==> config.mk <==
export PLATFORM = sky130hd
export DESIGN_NAME = serial_add_ctrl
export DESIGN_NICKNAME = d
export VERILOG_FILES = /design/src/rtl/serial_add_ctrl.sv
export SDC_FILE = /design/constraint.sdc
export NUM_CORES = 1
export LEC_CHECK = 0
export ABC_AREA = 0
export BUFFER_PORTS_ARGS = -buffer_cell sky130_fd_sc_hd__buf_2
export CAP_MARGIN = 10
export CORE_MARGIN = 2
export CORE_UTILIZATION = 53
export DETAILED_ROUTE_END_ITERATION = 12
export GPL_TIMING_DRIVEN = 0
export PLACE_DENSITY = 0.76
export SYNTH_ARGS = -nofsm -noshare
export SYNTH_HDL_FRONTEND = slang
export SYNTH_SLANG_ARGS = --single-unit
==> constraint.sdc <==
create_clock -name clk -period 2.2 [get_ports clk]
set_clock_uncertainty 0.15 [all_clocks]
set_input_delay 0.22 -clock clk [delete_from_list [all_inputs] [get_ports clk]]
set_output_delay 0.22 -clock clk [all_outputs]
set_load 0.02 [all_outputs]
==> src/rtl/serial_add_ctrl.sv <==
// serial_add_ctrl: sequencer for a bit-serial 2's-complement Moore adder.
// It takes two N-bit operands on a start/done handshake and clears the adder.
// It then streams the operands LSB-first into the adder.
// The serial sum is reassembled into an N-bit result with a signed-overflow flag.
module serial_add_ctrl #(
  parameter int N       = 4,
  parameter int SUM_LAT = 1
) (
  input  logic         clk,
  input  logic         reset,
  input  logic         start,
  input  logic [N-1:0] op_a,
  input  logic [N-1:0] op_b,
  output logic         busy,
  output logic         done,
  output logic [N-1:0] sum,
  output logic         ovf,
  output logic         ser_a,
  output logic         ser_b,
  output logic         ser_en,
  output logic         ser_rst,
  input  logic         ser_s
);

  // The counter walks both the SHIFT phase (N cycles) and the DRAIN phase
  // (SUM_LAT cycles), so it is sized for whichever of the two is longer.
  localparam int MAXC = (N > SUM_LAT) ? N : SUM_LAT;
  localparam int CW   = $clog2(MAXC + 1);

  typedef enum logic [2:0] {
    S_IDLE,
    S_CLEAR,
    S_SHIFT,
    S_DRAIN,
    S_DONE
  } state_t;

  state_t             state;
  state_t             state_next;
  logic [N-1:0]       a_sh;
  logic [N-1:0]       b_sh;
  logic               a_msb;
  logic               b_msb;
  logic [CW-1:0]      cnt;
  logic [SUM_LAT-1:0] cap_dly;
  logic               cap_v;
  logic [N-1:0]       sum_sh;
  logic [N-1:0]       sum_sh_nxt;
  logic               accept;

  // A request is only looked at between operations; while busy it is ignored.
  assign accept = start && ((state == S_IDLE) || (state == S_DONE));

  // The sum bit on ser_s belongs to the enable that was issued SUM_LAT cycles ago.
  assign cap_v      = cap_dly[SUM_LAT-1];
  assign sum_sh_nxt = cap_v ? {ser_s, sum_sh[N-1:1]} : sum_sh;

  // State register.
  // NOTE: clocked state uses non-blocking (<=) so every flop samples the
  // pre-edge values; blocking here would create order-dependent races.
  always_ff @(posedge clk) begin
    if (reset) state <= S_IDLE;
    else       state <= state_next;
  end

  // Next-state logic.
  // NOTE: state_next gets a default before the case so that no path leaves it
  // unassigned, which would otherwise infer a latch.
  always_comb begin
    state_next = state;
    unique case (state)
      S_IDLE:  if (start) state_next = S_CLEAR;
      S_CLEAR: state_next = S_SHIFT;
      S_SHIFT: if (cnt == CW'(N - 1)) state_next = S_DRAIN;
      S_DRAIN: if (cnt == CW'(SUM_LAT - 1)) state_next = S_DONE;
      S_DONE:  state_next = start ? S_CLEAR : S_IDLE;
      default: state_next = S_IDLE;
    endcase
  end

  // Moore outputs, decoded from the state register and the operand shifters.
  always_comb begin
    busy    = 1'b0;
    done    = 1'b0;
    ser_en  = 1'b0;
    ser_rst = 1'b0;
    ser_a   = 1'b0;
    ser_b   = 1'b0;
    unique case (state)
      S_CLEAR: begin
        busy    = 1'b1;
        ser_rst = 1'b1;
      end
      S_SHIFT: begin
        busy   = 1'b1;
        ser_en = 1'b1;
        ser_a  = a_sh[0];
        ser_b  = b_sh[0];
      end
      S_DRAIN: busy = 1'b1;
      S_DONE:  done = 1'b1;
      default: ;
    endcase
  end

  // Operand capture and shifting, the phase counter, and sum reassembly.
  // The result is published on the edge that enters DONE, so it is valid in the done cycle.
  // NOTE: every datapath register is reset, including the shifters.
  // This keeps sum/ovf at 0 after a reset and leaves no X in the capture pipe.
  always_ff @(posedge clk) begin
    if (reset) begin
      a_sh    <= '0;
      b_sh    <= '0;
      a_msb   <= 1'b0;
      b_msb   <= 1'b0;
      cnt     <= '0;
      cap_dly <= '0;
      sum_sh  <= '0;
      sum     <= '0;
      ovf     <= 1'b0;
    end else begin
      cap_dly <= (cap_dly << 1) | SUM_LAT'(ser_en);

      if (accept) begin
        a_sh   <= op_a;
        b_sh   <= op_b;
        a_msb  <= op_a[N-1];
        b_msb  <= op_b[N-1];
        cnt    <= '0;
        sum_sh <= '0;
      end else begin
        sum_sh <= sum_sh_nxt;
        if (state == S_SHIFT) begin
          a_sh <= a_sh >> 1;
          b_sh <= b_sh >> 1;
          cnt  <= (cnt == CW'(N - 1)) ? '0 : cnt + CW'(1);
        end else if (state == S_DRAIN) begin
          cnt <= cnt + CW'(1);
        end
      end

      if ((state == S_DRAIN) && (state_next == S_DONE)) begin
        sum <= sum_sh_nxt;
        ovf <= (a_msb == b_msb) && (sum_sh_nxt[N-1] != a_msb);
      end
    end
  end

endmodule

==> key figures <==
Run
  – # Max-Cap Violations: 0

Min path
  – Hold WC Path Type: input pin to register
  – Hold Path Depth: 3

Yosys
  – Post-synth EDFFs: 0
  – Yosys top cell area share: 44.7%
  – Syn. warnings: 0
  – Top area cells in the synthesized netlist: dfxtp_1 (45%), mux2i_1 (5.2%), nand2_1 (4.8%)
  – Syn Inst Count: 127
  – Cell taking the most area after synthesis: dfxtp_1
  – Yosys reg bits: 26
  – Async SR Flop Fraction: 0%
  – Post-synth cell types: 34
  – Avg Inst Size Synth: 9.16 um^2
  – Mapped Area: 1160 um^2
  – Sequential share of the synthesized area: 44.7%
  – Synth Flop Type: dfxtp_1
  – Syn Nets: 141

STA
  – Fin. max-slew vios: 0
  – Final period util: 96.1%
  – Fin crit period: 2110 ps
  – Final setup fails: 0
  – RSZ-0062 raised after global routing: no
  – Final Worst Setup Slack: 86.5 ps
  – Worst hold slack: -4.00 ps
  – Final hold violations: 1
  – Setup TNS: 0 ps
  – Worst slew pin tran: 494 ps
  – Max Freq: 473 MHz
  – Max_slew headroom: 67.1%

Power and ir drop
  – Comb pwr share: 17.0%
  – Clock power frac: 23.3%
  – Worst vdd ir: 549 uV
  – Tot Pwr: 0.854 mW
  – Pint: 0.621 mW
  – PD cells: 639 nW/um^2
  – Reg power frac: 59.7%
  – Leakage Power: 0.552 nW
  – Switching Share: 27.3%
  – Switching power: 0.233 mW

Layout
  – Non-Filler Instances: 179
  – Fin util: 66.2%
  – Commonest non-fill, non-tap cell in the layout: dfxtp_1
  – Ant diodes: 0
  – Final net count: 168
  – Layout cells sized above 1: 24.3%
  – Post-route cell area: 1340 um^2
  – Commonest cells after routing, fill and taps aside: dfxtp_1 (25), buf_2 (22), nand2_1 (15), nor2_1 (14), a21oi_1 (11)
  – Area Overhead vs Synth: 14.9%

Worst setup path
  – Critical Path AT: 1740 ps
  – Reg2reg path depth: 7
  – Setup slack, reg-to-reg: 450 ps
  – Crit Path Category: register to output port
  – Critical path capture point type: output port
  – R2r startpoint: state[1]
  – Worst setup SP type: register
  – Crit-path max FO: 10
  – Critical path required time: 1830 ps
  – Worst Setup SP: state[1]
  – RR Endpoint: b_sh[0]
  – CP Capture Point: ser_b

Die
  – Die Y: 50.9 um
  – Core area: 2020 um^2
  – Die width: 50.9 um
  – Cell row count: 16
  – Die footprint: 2590 um^2
  – Ports: 23
  – Starting Density: 57.5%

Clock network
  – Clk_lat worst skew: 320 ps
  – Root Driver: clkbuf_4
  – Clock sinks: 26
  – Worst-path clk slew: 130 ps
  – TritonCTS clock tree: done
  – H-tree levels: 1
  – CTS Buffer Depth: 2
  – Total clock buffers created by CTS: 3
  – # hold bufs at CTS: 0

Global route
  – GRT overflow: 0
  – M3 GR Usage: 2.63%
  – GRT met2 Usage: 33.6%
  – Largest net degree at the start of global routing: 14
  – Vias in the first global route: 856
  – First-pass GRT wire length: 3920 um
  – GRT Util Overall: 20.2%
  – Met1 GRT Util: 26.7%
  – Initial antenna violation count: 0
  – GRT busiest layer: met2

Routing
  – Residual DRC: 0
  – Drt pass-1 iters: 4
  – Antenna viol nets, final: 0
  – WL/cell: 13.3 um
  – Routed WL: 2390 um
  – Vias: 984
  – Via density: 5.50
  – Initial drt markers: 15

Placement
  – Port Buffers: 22
  – HPWL Detailed: 1800 um
  – Placer congestion estimate: 0.792
  – Placed cell count: 176
  – Setup WS pre-CTS: 433 ps
  – Placed Area: 1310 um^2

Status
  – Status: finished with violations
  – Failing checks: hold timing
[worst min path at each step]
stage	slack (ps)	start	end
floorplan	230	op_a[3]	a_msb
global placement	300	a_sh[1]	a_sh[1]
detailed placement	310	b_msb	b_msb
CTS	2	op_a[3]	a_sh[3]
global route	1	op_b[3]	b_msb
finish	-4	op_a[3]	a_sh[3]
[flip-flops by register name, indices dropped and copies added, names as in the netlist]
signal   cells
a_sh         4
b_sh         4
sum          4
sum_sh       4
cnt          3
state        3
a_msb        1
b_msb        1
cap_dly      1
ovf          1
[repair_timing]
action,in CTS,in global routing
endpoints found under the setup margin,0,2
setup buffers,0,0
hold endpoints to repair,0,0
resized for setup,0,3
[worst max-delay path, stage by stage (launching register included)]
cell and delay, ps:
dfxtp_2 350, buf_6 120, or3b_1 360, buf_6 160, inv_6 60, buf_12 110
and2_1 110, buf_2 150
[synth_stat cells (3+ instances only)]
library cell,count
nand3_1,4
mux2i_1,6
a21oi_1,11
nand2_1,15
nor2_1,14
dfxtp_1,26
clkbuf_1,3
inv_1,4
a311oi_1,5
a211oi_1,4
and2_1,3
[cells by family (layout without fill, tap and decap cells)]
family | Yosys count | count (layout) | synth area share [%]
muxes | 6 | 6 | 5.16
adders and majority gates | 2 | 2 | 2.15
DFF | 26 | 26 | 44.7
and+or+nand+nor | 52 | 52 | 22.5
AOI/OAI and AO/OA | 26 | 26 | 16.7
buffers and inverters | 15 | 40 | 8.82
[layer usage]
| layer | share of wire [%] | vias to the layer above |
|---|---|---|
| met5 | 0 | - |
| met4 | 1.1 | 0 |
| met3 | 3.7 | 3 |
| met2 | 50 | 25 |
| met1 | 45 | 462 |
| li1 | - | 494 |
[area by class of cell]
cell class / count / area, um^2
tap: 27 / 33.8
fill: 179 / 684
buffer: 10 / 82.6
multi-input combinational: 86 / 541
timing repair buffer: 22 / 113
sequential: 26 / 522
clock buffer: 3 / 22.5
inverter: 5 / 23.8
[power by group through the flow]
stage / registers [mW] / logic (mW) / clock network, mW
after global routing: 0.513 / 0.159 / 0.225
after CTS: 0.509 / 0.144 / 0.199
after detailed placement: 0.519 / 0.144 / 0
after floorplan: 0.519 / 0.102 / 0
after global placement: 0.518 / 0.139 / 0
final: 0.510 / 0.146 / 0.199
(Power assumes the default switching activity.)
